## src/rtl/truth_table_sweeper.sv

```systemverilog
// Sweeps a 3-input gate under test through all eight input vectors and captures its truth table.
// The gate output is sampled through a synchroniser after a settle interval, then compared with an expected word.
module truth_table_sweeper #(
  parameter int SETTLE_CYCLES = 4,
  parameter int SYNC_STAGES   = 2
) (
  input  logic       clk,
  input  logic       rst_n,
  input  logic       start,
  input  logic       abort,
  input  logic [7:0] expected,
  input  logic       gate_out,
  output logic       in1,
  output logic       in2,
  output logic       in3,
  output logic       busy,
  output logic       done,
  output logic [7:0] table_out,
  output logic       match
);

  if ((SYNC_STAGES < 1) || (SYNC_STAGES > 3)) begin : g_bad_sync
    $fatal(1, "truth_table_sweeper: SYNC_STAGES must be 1..3");
  end
  if ((SETTLE_CYCLES < SYNC_STAGES + 1) || (SETTLE_CYCLES > 255)) begin : g_bad_settle
    $fatal(1, "truth_table_sweeper: SETTLE_CYCLES must be SYNC_STAGES+1..255");
  end

  typedef enum logic [1:0] {
    ST_IDLE    = 2'd0,
    ST_SETTLE  = 2'd1,
    ST_CAPTURE = 2'd2,
    ST_DONE    = 2'd3
  } state_t;

  localparam logic [7:0] SETTLE_LAST = 8'(SETTLE_CYCLES - 1);

  state_t                 state_r, state_s;
  logic [2:0]             vec_r, vec_s;
  logic [7:0]             cnt_r, cnt_s;
  logic [7:0]             table_r, table_s;
  logic                   busy_r, busy_s;
  logic                   done_r, done_s;
  logic [SYNC_STAGES-1:0] sync_r;
  logic                   sample_s;

  assign sample_s = sync_r[SYNC_STAGES-1];

  // Synchroniser chain on the gate output; the last stage is what gets captured.
  always_ff @(posedge clk or negedge rst_n) begin
    if (!rst_n) begin
      sync_r <= '0;
    end else begin
      sync_r[0] <= gate_out;
      for (int i = 1; i < SYNC_STAGES; i++) begin
        sync_r[i] <= sync_r[i-1];
      end
    end
  end

  // Next-state logic; abort takes priority over capture while a sweep is running.
  always_comb begin
    state_s = state_r;
    vec_s   = vec_r;
    cnt_s   = cnt_r;
    table_s = table_r;
    case (state_r)
      ST_IDLE, ST_DONE: begin
        if (start) begin
          state_s = ST_SETTLE;
          vec_s   = 3'd0;
          cnt_s   = 8'd0;
          table_s = 8'h00;
        end else begin
          state_s = state_r;
        end
      end
      ST_SETTLE: begin
        if (abort) begin
          state_s = ST_IDLE;
          vec_s   = 3'd0;
          cnt_s   = 8'd0;
          table_s = 8'h00;
        end else if (cnt_r == SETTLE_LAST) begin
          state_s = ST_CAPTURE;
          cnt_s   = cnt_r + 8'd1;
        end else begin
          cnt_s   = cnt_r + 8'd1;
        end
      end
      ST_CAPTURE: begin
        if (abort) begin
          state_s = ST_IDLE;
          vec_s   = 3'd0;
          cnt_s   = 8'd0;
          table_s = 8'h00;
        end else begin
          table_s[vec_r] = sample_s;
          if (vec_r == 3'd7) begin
            state_s = ST_DONE;
          end else begin
            state_s = ST_SETTLE;
            vec_s   = vec_r + 3'd1;
            cnt_s   = 8'd0;
          end
        end
      end
      default: begin
        state_s = ST_IDLE;
        vec_s   = 3'd0;
        cnt_s   = 8'd0;
        table_s = 8'h00;
      end
    endcase
    busy_s = (state_s == ST_SETTLE) || (state_s == ST_CAPTURE);
    done_s = (state_s == ST_DONE);
  end

  // State, vector, counter, table and status flags.
  always_ff @(posedge clk or negedge rst_n) begin
    if (!rst_n) begin
      state_r <= ST_IDLE;
      vec_r   <= 3'd0;
      cnt_r   <= 8'd0;
      table_r <= 8'h00;
      busy_r  <= 1'b0;
      done_r  <= 1'b0;
    end else begin
      state_r <= state_s;
      vec_r   <= vec_s;
      cnt_r   <= cnt_s;
      table_r <= table_s;
      busy_r  <= busy_s;
      done_r  <= done_s;
    end
  end

  assign in1       = vec_r[2];
  assign in2       = vec_r[1];
  assign in3       = vec_r[0];
  assign busy      = busy_r;
  assign done      = done_r;
  assign table_out = table_r;
  // expected is deliberately unregistered so match tracks it while done holds.
  assign match     = done_r && (table_r == expected);

endmodule

```

## config.mk

```make
export PLATFORM = sky130hd
export DESIGN_NAME = truth_table_sweeper
export DESIGN_NICKNAME = d
export VERILOG_FILES = /design/src/rtl/truth_table_sweeper.sv
export SDC_FILE = /design/constraint.sdc
export NUM_CORES = 1
export LEC_CHECK = 0
export ABC_CLOCK_PERIOD_IN_PS = 1800
export BUFFER_PORTS_ARGS = -buffer_cell sky130_fd_sc_hd__buf_2
export CAP_MARGIN = 20
export CELL_PAD_IN_SITES_DETAIL_PLACEMENT = 1
export CELL_PAD_IN_SITES_GLOBAL_PLACEMENT = 1
export CORE_MARGIN = 8
export CORE_UTILIZATION = 39
export CTS_BUF_LIST = sky130_fd_sc_hd__clkbuf_2
export DETAILED_ROUTE_END_ITERATION = 8
export PLACE_DENSITY = 0.86
export SLEW_MARGIN = 15
export SYNTH_ARGS = -nofsm -noshare
export SYNTH_HDL_FRONTEND = slang
export SYNTH_SLANG_ARGS = --single-unit
```

## constraint.sdc

```tcl
create_clock -name clk -period 1.8 [get_ports clk]
set_input_delay 0.36 -clock clk [delete_from_list [all_inputs] [get_ports clk]]
set_output_delay 0.36 -clock clk [all_outputs]
set_load 0.05 [all_outputs]
```

# Yosys cells after proc, flatten, opt, wreduce, memory -nomap -nowiden
# Index checks and enable logic that the tools add are counted.
# totals
latch_bits,0
in_bits,13
ff_bits,25
n_memories,0
ram_bits,0
output_inout_bits,14
romBits,0
# classes
addsub,2
n_shift,0
n_reduce_logical,8
div_mod_pow,0
multipliers,0
muxes,22
bitwise,0
eq_ne,12
magnitude_cmp,2
# op_table
operator,count
8-bit 2-to-1 mux,6
8-bit one-hot mux with 3 select lines,2
3-bit 2-to-1 mux,4
2-bit 2-to-1 mux,5
3-bit one-hot mux with 3 select lines,1
"8-bit by 1-bit adder with 8-bit output, second input constant",1
8-bit bitwise mux,1
"2-bit equality test, second input constant",4
"8-bit by 2-bit equality test with 1-bit output, second input constant",1
8-bit equality test,1
2-bit one-hot mux with 3 select lines,1
"2-bit by 1-bit equality test with 1-bit output, second input constant",2
"3-bit by 4-bit less-than comparator with 1-bit output, second input constant",1
"2-bit != test, second input constant",2
2-bit AND reduction,2
"3-bit by 1-bit adder with 3-bit output, second input constant",1
1-bit demux with 3-bit select,1
"3-bit equality test, second input constant",1
"3-bit by 1-bit >= comparator with 1-bit output, second input constant",1
"3-bit != test, second input constant",1
3-bit AND reduction,1
1-bit logical AND,2
2-bit logical NOT,1
2-bit OR reduction,1
2 further kinds,2

# Longest topological paths before layout
# Gate-level depths: netlist of the first run.
# depth
depth_word,7
mapped_depth,8
mapped_depth_nobuf,7

# Worst setup path before layout of the first run
# Ideal clock, no wire load.
# synth_timing
kind,flip-flop to flip-flop
from,register vec_r[0]
to,register busy_r (netlist: busy)
path_slack_ns,-0.375
t_required_ns,1.674
arrival_ns,2.049
stages_incl_launch_ff,8
path_cell_list,dfrtp_1 ha_1 ha_1 a21oi_1 or3_1 a21oi_1 a2bb2oi_1 ha_1
# synth_via
elab_chain_len,6
elab_cells_between_ends,7
classes_between,eq/ne (3); mux (3); reduce/logical (1)
# synth_rtl
element,line_no,text
start: declaration,39,"logic [2:0] vec_r, vec_s;"
start signal: assignment,130,vec_r <= vec_s;
3-bit equality test *,99,if (vec_r == 3'd7) begin
2-bit 2-to-1 mux *,99,
2-bit 2-to-1 mux *,92,if (abort) begin
2-bit one-hot mux with 3 select lines *,67,case (state_r)
2-bit by 1-bit equality test with 1-bit output or 2-bit equality test (tied branches),115,busy_s = (state_s == ST_SETTLE) || (state_s == ST_CAPTURE);
1-bit logical OR *,115,
via busy_s,42,"logic busy_r, busy_s;"
end signal: assignment,133,busy_r <= busy_s;
end: declaration,42,
# The timed path passes the listed nets; every way through them passes the cells marked *.
# A chain may end at the register's enable or synchronous reset.

# Worst setup path after layout of the first run
# layout_timing
from,register table_r[3] (netlist: table_out[3])
to,output match
# layout_via
elab_chain_len,2
# layout_rtl
element,line_no,text
start: declaration,41,"logic [7:0] table_r, table_s;"
start signal: assignment,132,table_r <= table_s;
8-bit equality test,145,assign match = done_r && (table_r == expected);
1-bit logical AND,145,
end: declaration,19,output logic match
# Every way passes these cells.

==> results of run 1 <==
synthesized netlist by cell type (all sizes together) (4+ instances only):
library cell	number	area [um2]
a21oi	7	35.03
and3	4	25.02
or3	5	31.28
nand3	9	45.04
o21ai	18	90.09
nand4	4	40.04
ha	6	75.07
nor2	5	18.77
xor2	6	52.55
dfrtp	25	625.6
xnor2	5	43.79
nand2	16	60.06
layout make-up:
cell class | instances | share of cell area [%]
sequential | 25 | 34.57
clock buffer | 4 | 1.097
multi-input combinational | 110 | 45.34
tap | 46 | 3.155
inverter | 3 | 0.6173
timing repair buffer | 44 | 15.23
metal layers:
metal  GRT usage (%)  part of all wire, %  vias up
met5               0                    0        -
met4           9.595                  3.9        0
met3           2.929                  4.6       16
met2           26.97                   51       39
met1           17.72                   40      654
li1                -                    -      594
worst max path at each step:
stage	endpoint	slack, ps	depth (start not counted)
floorplan	busy$_DFF_PN0_	-150	7
global placement	busy$_DFF_PN0_	30	6
detailed placement	busy$_DFF_PN0_	-70	6
CTS	match	-250	5
global route	match	-290	4
finish	match	-200	4
stage by stage:
stage | instances | area [um2] | util, % | setup TNS (ps) | power [mW]
after floorplan | 143 | 1409 | - | -150.4 | 0.9060
final | 232 | 1824 | 54.24 | -204.3 | 1.412
after CTS | 230 | 1762 | 52.38 | -246.6 | 1.366
after global routing | 232 | 1824 | 54.24 | -329.9 | 1.482
after global placement | 219 | 1639 | 48.74 | 0 | 1.018
after detailed placement | 219 | 1639 | 48.74 | -212.4 | 1.052
cell families after synthesis:
| logic type | synth area share [%] |
|---|---|
| simple gates | 23.99 |
| compound gates | 15.02 |
| flops | 45.79 |
| xor+xnor | 7.051 |
| buf+inv | 2.656 |
| fa+ha+maj | 5.494 |
registers in the layout (all words and copies together) (netlist names):
signal / cells
cnt_r: 8
table_out: 8
sync_r: 2
vec_r: 3
state_r: 2
busy: 1
done: 1
power by group:
part           total (mW)  internal [mW]  switching, mW
logic               0.530          0.215          0.315
registers           0.644          0.603         0.0414
clock network       0.237         0.0586          0.179
timing repair:
item                       4_1_cts  5_1_grt
buffers inserted                 6        2
cloned                           0        0
resized for setup                8       12
hold endpoints to repair        25        0
pin swaps                        0        4
hold buffers                     1        0
setup endpoints to repair       14        6
==> flow_summary.yaml, run 1 <==
power:
  p_leak_nw: 0.8571
  p_per_area_nw_per_um2: 773.8
  ir_worst_vdd_uv: 457.5
critical_path:
  reg2reg_depth: 5
  critPathMaxFanout: 3
  cp.required_ps: 1440
  critPathMaxStageDelay_ps: 470
  cp-end-kind: "output pin"
  worstSetupPathType: "reg2out"
  cp.arrival_ps: 1640
  reg2reg_from: "state_r[1]$_DFF_PN0_"
  r2r_setup_slack_ps: 20
  reg2reg_to: "busy$_DFF_PN0_"
  crit_start: "table_out[3]$_DFFE_PN0P_"
  start_kind: "flop"
  crit_family: "simple AND/OR/NAND/NOR gates"
  cp_cell_sequence: "xor2_1 > nor4_2 > and3_4 > buf_6"
  timing.critical_path.slowest_stage_cell: "dfrtp_1"
  critical_path_buf_inv_count: 1
die:
  die-area_um2: 5654
  initial_utilization_pct: 40.62
  core_um2: 3363
  ioPinCount: 27
  die_x_um: 75.19
  rows: 21
  die_h_um: 75.19
yosys:
  ys_ff_latch: 25
  synth-edff-count: 0
  synth_area_um2: 1366
  syn_nets: 162
  seq_area_frac_synth_pct: 45.79
  ys_types: 32
  syn_avg_cell_area_um2: 9.555
  netlist_instances: 143
  async_reset_ff_share_pct: 100.0
  synth_flop_cell: "dfrtp_1"
  yosys_warnings: 0
placed_design:
  gp_congestion: 0.8087
  dp_slack_ps: -74.93
  dp_hpwl_mm: 2.823
  portBuffers: 26
final_layout:
  final_cell_mix: "buf_2, dfrtp_1, o21ai_0"
  multiInputGateArea_um2: 827.0
  diodes: 0
  n_fill_cell: 397
  layout-drive-gt1-share_pct: 37.63
  area_delta_synth_final_pct: 33.52
  seq_area_um2: 630.6
  final_common_cell: "buf_2"
  fin_nets: 206
global_routing:
  grt_pass1_vias: 1360
  grt_overflow: 0
  grt_max_degree: 26
  grt.total_usage_pct: 15.78
  antenna_found_initial: 0
  grt_pass1_wl_mm: 6.727
route:
  routed_via_density: 5.616
  ant_nets: 0
  drtPass1Iterations: 4
  first_iter_violations: 40
  vias: 1303
  routedWlPerCell_um: 19.23
  drc: 0
  wl_mm: 4.461
clocking:
  cts-root-buf: "clkbuf_2"
  clockBufferDepth: 2
  cts_tree: "yes"
  cts_buffers: 3
  insertion_delay_ps: 370
  path_clk_slew_ps: 230
  cts_max_level: 1
  cts.sinks: 25
flow_run:
  cap_violations: 0
sta:
  slew_violations: 0
  holdWs_ps: 75.26
  clock.fmax_ghz: 0.4989
  setup_viol: 1
  layout_setup_ws_ps: -204.3
  rsz0062_at_grt: "true"
  fin_crit_sh_pct: 111.3
  final_hold_viol_count: 0
  finClkSkew_ps: 10.98
  worstMarginPinSlew_ps: 570.9
  relSlewSlack_pct: 61.94
  period_needed_ps: 2004
worst_hold_path:
  min_to: "sync_r[0]$_DFF_PN0_"
  holdPathStages: 1
  hold_class: "in2reg"
  hp-start: "gate_out"
run_status:
  status: "finished, violations left"
  violations: "setup timing"
No activity file was read; power rests on OpenSTA's default activity.
==> run 2: changes to the inputs <==
--- a/config.mk
+++ b/config.mk
@@ -5,16 +5,17 @@
 export SDC_FILE = /design/constraint.sdc
 export NUM_CORES = 1
 export LEC_CHECK = 0
+export ABC_AREA = 1
 export ABC_CLOCK_PERIOD_IN_PS = 1800
 export BUFFER_PORTS_ARGS = -buffer_cell sky130_fd_sc_hd__buf_2
 export CAP_MARGIN = 20
 export CELL_PAD_IN_SITES_DETAIL_PLACEMENT = 1
 export CELL_PAD_IN_SITES_GLOBAL_PLACEMENT = 1
 export CORE_MARGIN = 8
-export CORE_UTILIZATION = 39
+export CORE_UTILIZATION = 38
 export CTS_BUF_LIST = sky130_fd_sc_hd__clkbuf_2
 export DETAILED_ROUTE_END_ITERATION = 8
-export PLACE_DENSITY = 0.86
+export PLACE_DENSITY = 0.85
 export SLEW_MARGIN = 15
 export SYNTH_ARGS = -nofsm -noshare
 export SYNTH_HDL_FRONTEND = slang
==> run 2 against run 1 <==
Net effect:
- the run still ends with setup timing left
- die area up 4.9%
- critical path depth increased by 3
- synthesized cell count increased by 17%
- largest power group unchanged
- critical path type unchanged
- critical endpoint unchanged
==> flow_summary.yaml, run 2 <==
critical_path:
  start_kind: "flop"
  reg2reg_to: "busy$_DFF_PN0_"
  r2r_setup_slack_ps: 150
  reg2reg_from: "state_r[0]$_DFF_PN0_"
  worstSetupPathType: "reg2out"
  critPathMaxFanout: 3
  critPathMaxStageDelay_ps: 410
  reg2reg_depth: 6
  cp.required_ps: 1440
  cp.arrival_ps: 1470
  cp-end-kind: "output pin"
  crit_top_cell: "nand2_1"
  timing.critical_path.slowest_stage_cell: "dfrtp_1"
  cp_cell_sequence: "inv_2 > nand2_1 > nand2_1 > nor2_1 > nand3_2 > nor2_4 > buf_8"
yosys:
  synth_top_cell_by_area: "dfrtp_1"
  seq_area_frac_synth_pct: 44.21
  synth_area_um2: 1415
  synth-edff-count: 0
  yosysMostFrequentCell: "nand2_1"
  synth_common_cells: "nand2_1, dfrtp_1, inv_1, nand3_1, nor2_1"
  synth_flop_cell: "dfrtp_1"
  syn_avg_cell_area_um2: 8.423
  yosys-top-cells-area: "dfrtp_1, nand2_1, nand3_1"
  async_reset_ff_share_pct: 100.0
  ys_ff_latch: 25
  ys_types: 24
  synth_top_area_share_pct: 44.21
  yosys_warnings: 0
  netlist_instances: 168
  syn_nets: 187
route:
  wl_mm: 3.482
  vias: 1239
  drtPass1Iterations: 4
  routedWlPerCell_um: 13.98
  routed_via_density: 4.976
  first_iter_violations: 37
  ant_nets: 0
  drc: 0
sta:
  final_hold_viol_count: 0
  period_needed_ps: 1829
  relSlewSlack_pct: 63.10
  fin_crit_sh_pct: 101.6
  worstMarginPinSlew_ps: 553.5
  finClkSkew_ps: 10.41
  rsz0062_at_grt: "true"
  layout_setup_ws_ps: -28.58
  slew_violations: 0
  clock.fmax_ghz: 0.5469
  setup_viol: 1
worst_hold_path:
  holdPathStages: 1
  min_to: "sync_r[0]$_DFF_PN0_"
  hp-start: "gate_out"
  hold_class: "in2reg"
clocking:
  cts_max_level: 1
  cts-root-buf: "clkbuf_2"
  path_clk_slew_ps: 240
  insertion_delay_ps: 350
  cts.sinks: 25
  clockBufferDepth: 2
  cts_tree: "yes"
  cts_buffers: 3
placed_design:
  gp_congestion: 0.7968
  dp_hpwl_mm: 2.712
  portBuffers: 26
  placed_area_um2: 1613
power:
  p_leak_nw: 0.8273
  p_per_area_nw_per_um2: 828.5
  total_power_mw: 1.394
  ir_worst_vdd_uv: 357.6
die:
  die_x_um: 77.03
  rows: 22
  die-area_um2: 5933
  ioPinCount: 27
  die_h_um: 77.03
  core_um2: 3633
  initial_utilization_pct: 38.95
run_status:
  status: "finished, violations left"
  violations: "setup timing"
global_routing:
  grt_pass1_vias: 1384
  grt_overflow: 0
  antenna_found_initial: 0
  grt_max_degree: 26
  grt_pass1_wl_mm: 6.051
  grt.total_usage_pct: 12.12
final_layout:
  area_delta_synth_final_pct: 18.92
  multiInputGateArea_um2: 688.2
  final_common_cell: "nand2_1"
  layout-drive-gt1-share_pct: 27.86
  seq_area_um2: 625.6
  final_cell_mix: "nand2_1, dfrtp_1, buf_2"
  fin_nets: 221
  diodes: 0
  final_area_um2: 1683
  n_fill_cell: 456
flow_run:
  cap_violations: 0
-- run 2: cell types whose count changed after synthesis, sizes merged, moves of 5 or more --
cell	change
inv	+26
nand2	+18
nand3	+11
nor2	+9
o21ai	-8
o22ai	+10
or3	-5
xor2	-6
-- run 2: final cells by class --
cell class / count / share of cell area [%]
timing repair buffer: 30 / 10.26
inverter: 29 / 6.915
multi-input combinational: 113 / 40.89
clock buffer: 4 / 1.190
sequential: 25 / 37.17
tap: 48 / 3.569
-- run 2: worst max-delay path: cells and delay by family, from the launching register on --
| kind | cells | cell delay, ps |
|---|---|---|
| buffers and inverters | 2 | 210 |
| AND/OR/NAND/NOR | 5 | 500 |
| flip-flops | 1 | 410 |
-- run 2: what timing repair did --
action,CTS,global route
hold endpoints to repair,25,0
hold buffers,1,0
buffers inserted,1,1
endpoints found under the setup margin,1,1
pin swaps,1,1
resized for setup,5,6
cloned,0,0
-- run 2: cell families (layout without fill, tap and decap cells) --
| group | Yosys count | after routing | share of synthesized area [%] |
|---|---|---|---|
| AOI/OAI and AO/OA | 33 | 33 | 12.91 |
| xor gates and xnor gates | 3 | 3 | 1.857 |
| adders and majority gates | 6 | 6 | 5.305 |
| buffers and inverters | 30 | 63 | 8.754 |
| DFF | 25 | 25 | 44.21 |
| and+or+nand+nor | 71 | 71 | 26.97 |
-- run 2: layer usage --
layer,routed length [um],track usage [%],vias up
li1,-,-,619
met1,1407,12.61,598
met2,1918,23.45,18
met3,123,2.331,4
met4,33,3.962,0
met5,0,0,-
-- run 2: through the flow --
| step | hold slack (ps) | TNS (ps) | worst slack (ps) | utilization, % | std cells |
|---|---|---|---|---|---|
| floorplan | 64.41 | 0 | 11.04 | - | 168 |
| global placement | 333.0 | 0 | 210.1 | 44.39 | 242 |
| detailed placement | 337.0 | 0 | 170.1 | 44.39 | 242 |
| CTS | 73.76 | -40.89 | -40.89 | 45.59 | 248 |
| global route | 65.99 | -131.0 | -131.0 | 46.32 | 249 |
| finish | 101.4 | -28.58 | -28.58 | 46.32 | 249 |
-- run 2: power by group --
part	internal (mW)	leakage, nW	total [mW]	switching, mW
Combinational	0.168	0.472	0.516	0.348
Clock	0.0587	0.0166	0.228	0.169
Sequential	0.610	0.338	0.650	0.0399
-- run 2: worst max-delay path by stage --
stage | start | to | slack, ps | depth (start not counted)
floorplan | vec_r[1]$_DFFE_PN0P_ | busy$_DFF_PN0_ | 10 | 7
global placement | state_r[0]$_DFF_PN0_ | busy$_DFF_PN0_ | 210 | 6
detailed placement | state_r[0]$_DFF_PN0_ | busy$_DFF_PN0_ | 170 | 6
CTS | table_out[4]$_DFFE_PN0P_ | match | -40 | 7
global route | table_out[4]$_DFFE_PN0P_ | match | -130 | 7
finish | table_out[4]$_DFFE_PN0P_ | match | -30 | 7
